==> src/rtl/tph_bd_rx.sv <==
// Two-phase bundled-data receiver: synchronises req_t, captures ad into a
// first-word-fall-through FIFO and answers each accepted word with an ack_t toggle.
module tph_bd_rx #(
   parameter int WIDTH       = 8,
   parameter int SYNC_STAGES = 2,
   parameter int DEPTH       = 4
) (
   input  logic                     clk,
   input  logic                     _rst,
   input  logic                     req_t,
   input  logic [WIDTH-1:0]         ad,
   output logic                     ack_t,
   output logic [WIDTH-1:0]         m_data,
   output logic                     m_valid,
   input  logic                     m_ready,
   output logic [$clog2(DEPTH):0]   count,
   output logic                     stall,
   output logic                     err,
   input  logic                     clr,
   output logic [1:0]               fsm_state
);

   localparam int AW = $clog2(DEPTH);

   typedef enum logic [1:0] {
      IDLE   = 2'd0,
      ACCEPT = 2'd1,
      STALL  = 2'd2
   } state_t;

   state_t                 state;
   logic [SYNC_STAGES-1:0] req_sync;
   logic                   req_s;
   logic                   pending;
   logic                   full;
   logic                   do_write;
   logic                   do_read;
   logic                   req_moving;
   logic [AW-1:0]          wr_ptr;
   logic [AW-1:0]          rd_ptr;
   logic [WIDTH-1:0]       mem [DEPTH];

   assign req_s      = req_sync[SYNC_STAGES-1];
   assign pending    = req_s ^ ack_t;
   assign full       = (count == (AW+1)'(DEPTH));
   // The next stage differing from req_s means req_s changes on this edge.
   assign req_moving = req_sync[SYNC_STAGES-2] ^ req_s;

   // Writing also requires pending now, so a request withdrawn by a second
   // toggle (protocol error) never produces a spurious ack.
   assign do_write  = !clr && pending && (state != IDLE) && !full;
   assign do_read   = !clr && m_valid && m_ready;
   assign m_valid   = (count != '0);
   assign m_data    = m_valid ? mem[rd_ptr] : '0;
   assign fsm_state = state;

   always_ff @(posedge clk or negedge _rst) begin
      if (!_rst) begin
         req_sync <= '0;
      end else begin
         req_sync <= {req_sync[SYNC_STAGES-2:0], req_t};
      end
   end

   always_ff @(posedge clk or negedge _rst) begin
      if (!_rst) begin
         state  <= IDLE;
         ack_t  <= 1'b0;
         stall  <= 1'b0;
         err    <= 1'b0;
         count  <= '0;
         wr_ptr <= '0;
         rd_ptr <= '0;
      end else begin
         stall <= (state == STALL);

         // A write retires the request; otherwise classify from pre-edge values.
         if (do_write) begin
            ack_t <= ~ack_t;
            state <= IDLE;
         end else if (pending) begin
            state <= full ? STALL : ACCEPT;
         end else begin
            state <= IDLE;
         end

         if (clr) begin
            count  <= '0;
            wr_ptr <= '0;
            rd_ptr <= '0;
            err    <= 1'b0;
         end else begin
            if (do_write) begin
               wr_ptr <= wr_ptr + AW'(1);
            end
            if (do_read) begin
               rd_ptr <= rd_ptr + AW'(1);
            end
            case ({do_write, do_read})
               2'b10:   count <= count + (AW+1)'(1);
               2'b01:   count <= count - (AW+1)'(1);
               default: count <= count;
            endcase
            if (pending && req_moving) begin
               err <= 1'b1;
            end
         end
      end
   end

   // Storage carries no reset; m_data is masked to zero while empty.
   always_ff @(posedge clk) begin
      if (do_write) begin
         mem[wr_ptr] <= ad;
      end
   end

endmodule

==> config.mk <==
export PLATFORM = sky130hd
export DESIGN_NAME = tph_bd_rx
export DESIGN_NICKNAME = d
export VERILOG_FILES = /design/src/rtl/tph_bd_rx.sv
export SDC_FILE = /design/constraint.sdc
export NUM_CORES = 1
export LEC_CHECK = 0
export BUFFER_PORTS_ARGS = -buffer_cell sky130_fd_sc_hd__buf_4
export CAP_MARGIN = 5
export CELL_PAD_IN_SITES_DETAIL_PLACEMENT = 1
export CELL_PAD_IN_SITES_GLOBAL_PLACEMENT = 1
export CORE_ASPECT_RATIO = 1.4
export CORE_MARGIN = 2
export CORE_UTILIZATION = 42
export DETAILED_ROUTE_END_ITERATION = 6
export PLACE_DENSITY = 0.79
export SLEW_MARGIN = 10
export SYNTH_ARGS = -nofsm -noshare
export SYNTH_HDL_FRONTEND = slang
export SYNTH_SLANG_ARGS = --single-unit
==> constraint.sdc <==
create_clock -name clk -period 2.55 [get_ports clk]
set_input_delay 0.51 -clock clk [delete_from_list [all_inputs] [get_ports clk]]
set_output_delay 0.51 -clock clk [all_outputs]
set_load 0.1 [all_outputs]
==> results of run 1 <==
sequential cells by signal (all words and copies together) (netlist names):
name,count
ack_t,1
count,3
err,1
fsm_state,2
mem,32
rd_ptr,2
req_sync,2
stall,1
wr_ptr,2
routing by layer:
| layer | up-vias | part of all wire [%] | GRT usage [%] |
|---|---|---|---|
| li1 | 501 | - | - |
| met1 | 563 | 38 | 18.9 |
| met2 | 21 | 58 | 28.3 |
| met3 | 5 | 3.5 | 2.93 |
| met4 | 0 | 1.4 | 5.80 |
| met5 | - | 0 | 0 |
cell usage in the layout (no fill, tap or decap), drive strengths merged, types with 2 or more instances in the layout:
| cell type | count |
|---|---|
| mux4 | 8 |
| nor3 | 2 |
| dfrtp | 14 |
| mux2 | 3 |
| nor2 | 12 |
| and2 | 5 |
| xnor2 | 2 |
| nor2b | 11 |
| inv | 4 |
| o31ai | 2 |
| nand2b | 2 |
| clkbuf | 7 |
| mux2i | 2 |
| xor2 | 2 |
| ha | 4 |
| a211oi | 2 |
| buf | 33 |
| edfxtp | 32 |
| nand2 | 3 |
cells by family (layout without fill, tap and decap cells):
| group | Yosys count | after routing |
|---|---|---|
| buffers and inverters | 8 | 45 |
| AO/OA/AOI/OAI | 7 | 7 |
| adder cells (fa/ha/maj) | 5 | 5 |
| multiplexers | 13 | 13 |
| AND/OR/NAND/NOR | 36 | 36 |
| flip-flops | 46 | 46 |
| XOR/XNOR | 4 | 4 |
worst max-delay path, cell delays in order (launching register included):
cell and delay, ns:
dfrtp_1 0.50, buf_12 0.17, mux4_2 0.49, nor2b_2 0.16
buf_4 0.23
worst paths after layout:
check                               endpoint  slack, ns  depth (start not counted)
worst max-delay path               m_data[1]       0.19                          4
worst min-delay path                count[0]       0.06                          1
worst max register to register      count[2]       0.38                          7
worst min register to register   req_sync[1]       0.42                          0
max in group asynchronous       fsm_state[0]       2.30                          1
min in group clk                 req_sync[0]       0.33                          1
cell type report:
cell class,count,area (µm²)
Fill cell,455,2070
Sequential cell,46,1330
Multi-Input combinational cell,65,658
Timing Repair Buffer,33,260
Clock buffer,7,86.3
Tap cell,62,77.6
Inverter,4,15.0
Clock inverter,1,5.00
through the flow:
stage	worst slack, ns	std cells
finish	0.193	218
global route	0.116	218
CTS	0.161	218
detailed placement	0.383	210
global placement	0.436	210
floorplan	0.0118	119
==> impl_metrics.ini, run 1 <==
[synth]
yosysMostFrequentCell = edfxtp_1
synthMuxAreaShare_pct = 12.0
ys_types = 28
synth_top_family_by_area = multiplexers
synth-compound-area-share_pct = 3.72
synth.ff_latch_count = 46
yosys.area_share.simple_pct = 9.49
synth_cells = 119
synth_area_per_cell_um2 = 16.4
ys_warn_count = 0
synthArstFlopShare_pct = 30.4
synth.area.top_cells = edfxtp_1 (49%), dfrtp_1 (18%), mux4_2 (9.2%)
syn_area_um2 = 1950
synth-edff-count = 32
syn_nets = 137
netlist_top_cells_count = edfxtp_1 (32), dfrtp_1 (14), nor2_1 (12), nor2b_1 (11), mux4_2 (8)
synth-xor-area-share_pct = 2.18
synth_seq_area_share_pct = 67.2
synthAdderAreaFrac_pct = 3.59
synth_top_area_share_pct = 49.3
synth-main-ff-cell = edfxtp_1
yosys.area.top_type = edfxtp_1

[setup_path]
cp-startpoint = rd_ptr[0]
cp_data_required_time_ns = 2.04
regToRegStartpoint = ack_t
arrival_ns = 1.85
crit_type = reg2out
end_kind = output pin
worstSetupStartpointType = register
cp_max_fo = 6

[grt]
antenna_found_initial = 0
grt_pass1_wl_um = 6020
overflow = 0
grt_pass1_vias = 1228
grt_max_degree = 15
grtUsageTotal_pct = 16.1

[die]
io_pins = 30
initial_utilization_pct = 43.4
die_area_um2 = 5210
die_x_um = 61.6
row_count = 29
fp.dieH_um = 84.6
coreArea_um2 = 4500

[run]
maxCapViolCount = 0

[cts]
postCtsHoldBufs = 0
numClockSinks = 46
post_cts_resized = 0
post_cts_buffers = 0
clockBufferDepth = 2
worstSkewPairLatency_ns = 0.29
cts_root_buffer = clkbuf_8
clk_pin_slew_worst_paths_ns = 0.08
htree_num_levels = 2
numCtsBuffers = 5
cts_tree = yes

[timing]
hold_violations = 0
setup_viol = 0
final_max_slew_viol_count = 0
worst_pin_slew_ns = 0.451
rsz0062_at_grt = false
timing.hold.ws_ns = 0.0594
relSlewSlack_pct = 70.0
fin_crit_ns = 2.36
finalCritPeriodShare_pct = 92.4
fin_tns_setup_ns = 0
fin_worst_skew_ns = 0.00343
fmax_mhz = 424

[drt]
viasPerCell = 5.00
routed_wl_um = 3700
wl_per_cell_um = 17.0
drc = 0
num_vias = 1090
dr.pass1.iters = 4
antenna_left = 0
first_iter_violations = 37

[finish]
nNetsFinal = 173
area_growth_pct = 24.8
design_area_um2 = 2430
final_core_util_pct = 54.1
drive_above_1_share_pct = 45.5
antennaDiodeCount = 0

[run_status]
status = completed

[placed_design]
dp_hpwl_um = 2800
port_buffers = 29
postPlaceCellArea_um2 = 2340
gp_congestion = 0.659

[worst_hold_path]
min_path_type = in2async
Power of run 1 is not shown: default switching activity piles up to over one toggle a cycle in this logic, so the estimate is an artifact.
==> run 2, diff against run 1 <==
--- a/config.mk
+++ b/config.mk
@@ -11,9 +11,9 @@
 export CELL_PAD_IN_SITES_GLOBAL_PLACEMENT = 1
 export CORE_ASPECT_RATIO = 1.4
 export CORE_MARGIN = 2
-export CORE_UTILIZATION = 42
+export CORE_UTILIZATION = 50
 export DETAILED_ROUTE_END_ITERATION = 6
-export PLACE_DENSITY = 0.79
+export PLACE_DENSITY = 0.88
 export SLEW_MARGIN = 10
 export SYNTH_ARGS = -nofsm -noshare
 export SYNTH_HDL_FRONTEND = slang
==> constraint.sdc (replaced) <==
create_clock -name clk -period 2.9 [get_ports clk]
set_input_delay 0.58 -clock clk [delete_from_list [all_inputs] [get_ports clk]]
set_output_delay 0.58 -clock clk [all_outputs]
set_load 0.1 [all_outputs]
==> run 2 against run 1 <==
  * First-iteration DRC count shrank 70%
  * Count of clock-buffer cells in the layout rose by 1
  * Sequential cell count stayed put
  * Critical endpoint is now m_data[2]
  * Highest routed layer unchanged
==> impl_metrics.ini, run 2 (synthesis gave the netlist of run 1 again) <==
[drt]
antenna_left = 0
routed_wl_um = 3880
first_iter_violations = 11
drc = 0
wl_per_cell_um = 19.8
dr.pass1.iters = 4
viasPerCell = 5.61
num_vias = 1100

[timing]
finalCritPeriodShare_pct = 88.2
relSlewSlack_pct = 58.4
rsz0062_at_grt = false
worst_pin_slew_ns = 0.620
setup_viol = 0
fin_worst_skew_ns = 0.00533
fin_tns_setup_ns = 0
final_max_slew_viol_count = 0
fin_crit_ns = 2.56
fmax_mhz = 391
hold_violations = 0

[run_status]
status = completed

[setup_path]
crit_buf_inv = 1
slowest_delay_ns = 0.68
cp_max_fo = 9
end_kind = output pin
crit_path_cell_trace = mux4_2, nor2b_1, buf_4
critPathSlowestCell = dfrtp_1
reg2regPathDepth = 6
regToRegStartpoint = count[2]
crit_path_end = m_data[2]
arrival_ns = 1.98
cp-startpoint = rd_ptr[0]
worstSetupStartpointType = register
rr_endpoint = count[2]
path_delay_family = flip-flops
worst-path-stages = 3
r2r_slack_ns = 0.43
cp_data_required_time_ns = 2.32
crit_type = reg2out

[cts]
post_cts_resized = 0
cts_tree = yes
numCtsBuffers = 5
htree_num_levels = 2
numClockSinks = 46
post_cts_buffers = 0
clockBufferDepth = 2
worstSkewPairLatency_ns = 0.30
postCtsHoldBufs = 0
clk_pin_slew_worst_paths_ns = 0.08
cts_root_buffer = clkbuf_8

[finish]
final_core_util_pct = 62.7
nNetsFinal = 171
area_growth_pct = 19.1
final_cell_mix = edfxtp_1 (32), buf_4 (31), nor2_1 (12), nor2b_1 (11), dfrtp_1 (9)
drive_above_1_share_pct = 35.1
largest_reg_flops = 32
largest_register = mem
antennaDiodeCount = 0
layout_commonest_cell = edfxtp_1
reg_top3 = mem (32), count (3)

[placed_design]
port_buffers = 29
dp_hpwl_um = 2710
gp_congestion = 0.673

[die]
coreArea_um2 = 3710
fp.dieH_um = 77.9
die_x_um = 56.8
io_pins = 30
die_area_um2 = 4420
row_count = 26
initial_utilization_pct = 52.6

[grt]
grtUsageTotal_pct = 19.8
antenna_found_initial = 0
grt_pass1_vias = 1216
grt_max_degree = 15
overflow = 0
grt_pass1_wl_um = 6290

[worst_hold_path]
min_path_type = in2async

[run]
maxCapViolCount = 0
## run 2: layer usage
metal / wire length (µm) / share of wire [%] / vias up / track usage [%]
met5: 0 / 0 / - / 0
met4: 68 / 1.8 / 0 / 8.37
met3: 187 / 4.8 / 6 / 4.83
met2: 2190 / 56 / 28 / 33.7
met1: 1440 / 37 / 570 / 23.8
li1: - / - / 496 / -
## run 2: worst min-delay path by stage
stage | endpoint | slack [ns]
floorplan | ack_t | 0.28
detailed placement | req_sync[1] | 0.40
global route | err | 0.11
global placement | req_sync[1] | 0.39
finish | err | 0.12
CTS | err | 0.11
## run 2: final cells by class
class	instances	area [µm²]
Timing Repair Buffer	31	233
Multi-Input combinational cell	65	604
Clock buffer	8	101
Fill cell	364	1390
Inverter	4	15.0
Sequential cell	46	1320
Tap cell	42	52.6
## run 2: metrics by stage
stage | area, µm² | setup slack [ns] | hold slack, ns | std cells
final | 2320 | 0.342 | 0.119 | 196
after global routing | 2320 | 0.232 | 0.115 | 196
after CTS | 2320 | 0.327 | 0.112 | 196
after detailed placement | 2220 | 0.414 | 0.395 | 188
after global placement | 2220 | 0.634 | 0.387 | 188
after floorplan | 1960 | -0.466 | 0.284 | 119
Power of run 2 is left out for the same reason.
==> run 3, diff against run 2 <==
--- a/config.mk
+++ b/config.mk
@@ -5,13 +5,14 @@
 export SDC_FILE = /design/constraint.sdc
 export NUM_CORES = 1
 export LEC_CHECK = 0
+export ABC_AREA = 1
 export BUFFER_PORTS_ARGS = -buffer_cell sky130_fd_sc_hd__buf_4
 export CAP_MARGIN = 5
 export CELL_PAD_IN_SITES_DETAIL_PLACEMENT = 1
 export CELL_PAD_IN_SITES_GLOBAL_PLACEMENT = 1
 export CORE_ASPECT_RATIO = 1.4
 export CORE_MARGIN = 2
-export CORE_UTILIZATION = 50
+export CORE_UTILIZATION = 47
 export DETAILED_ROUTE_END_ITERATION = 6
 export PLACE_DENSITY = 0.88
 export SLEW_MARGIN = 10
==> run 3 against run 2 <==
  * Worst setup slack better by 0.014 ns
  * Register-to-register slack better by 0.39 ns
  * Critical path depth is 2 higher
  * Routed wire length is 15% higher
  * Fmax is 0.55% higher
  * Clock skew is 0.0034 ns higher
  * Non-clock buffer count is 3 higher
  * Critical path type unchanged
  * Largest cell class unchanged
==> impl_metrics.ini, run 3 <==
[cts]
htree_num_levels = 2
clockBufferDepth = 2
post_cts_resized = 0
clk_pin_slew_worst_paths_ns = 0.08
numClockSinks = 46
postCtsHoldBufs = 0
worstSkewPairLatency_ns = 0.30
post_cts_buffers = 0
numCtsBuffers = 5
cts_tree = yes
cts_root_buffer = clkbuf_8

[setup_path]
path_delay_family = buffers and inverters
cp_max_fo = 10
cp_data_required_time_ns = 2.32
critPathSlowestCell = dfrtp_1
cp-startpoint = rd_ptr[1]
arrival_ns = 1.96
crit_path_cell_trace = clkinv_1, nor2_1, o21ai_0, a21oi_2, buf_4
crit_type = reg2out
crit_buf_inv = 2
worstSetupStartpointType = register
end_kind = output pin
regToRegStartpoint = ack_t
slowest_delay_ns = 0.53

[timing]
final_max_slew_viol_count = 0
relSlewSlack_pct = 69.0
timing.hold.ws_ns = 0.123
setup_viol = 0
finalCritPeriodShare_pct = 87.7
rsz0062_at_grt = false
fin_worst_skew_ns = 0.00873
fin_crit_ns = 2.54
hold_violations = 0
timing.final.ws_setup_ns = 0.356
worst_pin_slew_ns = 0.464
fmax_mhz = 393

[finish]
final_cell_mix = nor2_1 (41), buf_4 (34), edfxtp_1 (32), o21ai_0 (19), inv_1 (16)
drive_above_1_share_pct = 28.0
largest_reg_flops = 32
antennaDiodeCount = 0
largest_register = mem
nNetsFinal = 235
area_growth_pct = 20.7
layout_commonest_cell = nor2_1
final_core_util_pct = 57.8
reg_top3 = mem (32), count (3)

[die]
initial_utilization_pct = 47.9
fp.dieH_um = 81.2
die_x_um = 59.1
coreArea_um2 = 4170
io_pins = 30
die_area_um2 = 4800
row_count = 28

[drt]
viasPerCell = 5.24
wl_per_cell_um = 17.0
first_iter_violations = 41
routed_wl_um = 4480
antenna_left = 0
dr.pass1.iters = 3
drc = 0
num_vias = 1379

[grt]
antenna_found_initial = 0
grt_pass1_wl_um = 7260
grt_max_degree = 18
overflow = 0
grt_pass1_vias = 1525
grtUsageTotal_pct = 21.0

[placed_design]
port_buffers = 29
gp_congestion = 0.720
dp_hpwl_um = 3400
pre_cts_slack_ns = 0.587

[synth]
synth.area.top_cells = edfxtp_1 (48%), dfrtp_1 (18%), nor2_1 (7.7%)
syn_nets = 198
synth-xor-area-share_pct = 0.877
synth-edff-count = 32
syn_area_um2 = 2000
synth_cells = 180
synth_area_per_cell_um2 = 11.1
synth_seq_area_share_pct = 65.6
synthArstFlopShare_pct = 30.4
yosysMostFrequentCell = nor2_1
ys_warn_count = 0
synth_top_family_by_area = simple AND/OR/NAND/NOR gates
synth-main-ff-cell = edfxtp_1
synth_top_area_share_pct = 48.1
synth-compound-area-share_pct = 8.58
netlist_top_cells_count = nor2_1 (41), edfxtp_1 (32), o21ai_0 (19), inv_1 (16), dfrtp_1 (14)
synth.ff_latch_count = 46
synthMuxAreaShare_pct = 0
synthAdderAreaFrac_pct = 3.51
yosys.area.top_type = edfxtp_1
ys_types = 24
yosys.area_share.simple_pct = 16.8

[worst_hold_path]
min_path_type = in2async

[pwr]
irDropWorstVdd_mv = 0.558
power.density_nw_per_um2 = 801
leakagePower_nw = 1.02

[run]
maxCapViolCount = 0

[run_status]
status = completed
[run 3: cell families (layout without fill, tap and decap cells)]
family | Yosys count | in the layout
buffers and inverters | 23 | 61
adders and majority gates | 5 | 5
and+or+nand+nor | 71 | 71
xor gates and xnor gates | 2 | 2
DFF | 46 | 46
AOI/OAI and AO/OA | 33 | 33
[run 3: final timing paths]
check,to,slack [ns],cells after the start
hold reg to reg,req_sync[1],0.41,0
hold / removal,ack_t,0.12,1
max in group asynchronous,count[2],2.60,1
setup reg to reg,count[2],0.82,13
min in group clk,req_sync[0],0.39,1
setup / recovery,m_data[0],0.36,5
[run 3: cell type report]
type                    count  area (µm²)
inverters                  19        71.3
repair buffers             34         255
fillers                   456        1760
well taps                  45        56.3
clock buffers               7        86.3
flip-flops and latches     46        1310
clock inverters             1        5.00
multi-input cells         111         626
[run 3: worst reg2reg max path: cells and delay by family (launching register included)]
kind,cells,cell delay (ns)
buf+inv,3,0.20
fa+ha+maj,1,0.37
xor+xnor,1,0.22
simple gates,8,0.77
flops,1,0.42
[run 3: through the flow]
step / setup TNS (ns) / area [µm²] / cells / total power, mW
after floorplan: -1.85 / 2030 / 180 / 1.37
after global placement: 0 / 2320 / 255 / 1.53
after detailed placement: 0 / 2320 / 255 / 1.56
after CTS: 0 / 2410 / 263 / 1.95
after global routing: 0 / 2410 / 263 / 2.01
final: 0 / 2410 / 263 / 1.93
[run 3: where the power goes]
part | internal, mW | switching [mW] | total (mW)
registers | 0.763 | 0.0481 | 0.811
logic | 0.157 | 0.572 | 0.728
clock network | 0.192 | 0.200 | 0.393
total | 1.11 | 0.820 | 1.93
[run 3: routing by layer]
| layer | up-vias | wire (µm) | part of all wire [%] | GRT usage (%) |
|---|---|---|---|---|
| met5 | - | 0 | 0 | 0 |
| met2 | 27 | 2470 | 55 | 39.3 |
| met3 | 6 | 137 | 3.1 | 4.78 |
| met4 | 0 | 59 | 1.3 | 6.82 |
| met1 | 671 | 1810 | 41 | 22.9 |
| li1 | 675 | - | - | - |
Power figures use the tool's default switching activity.
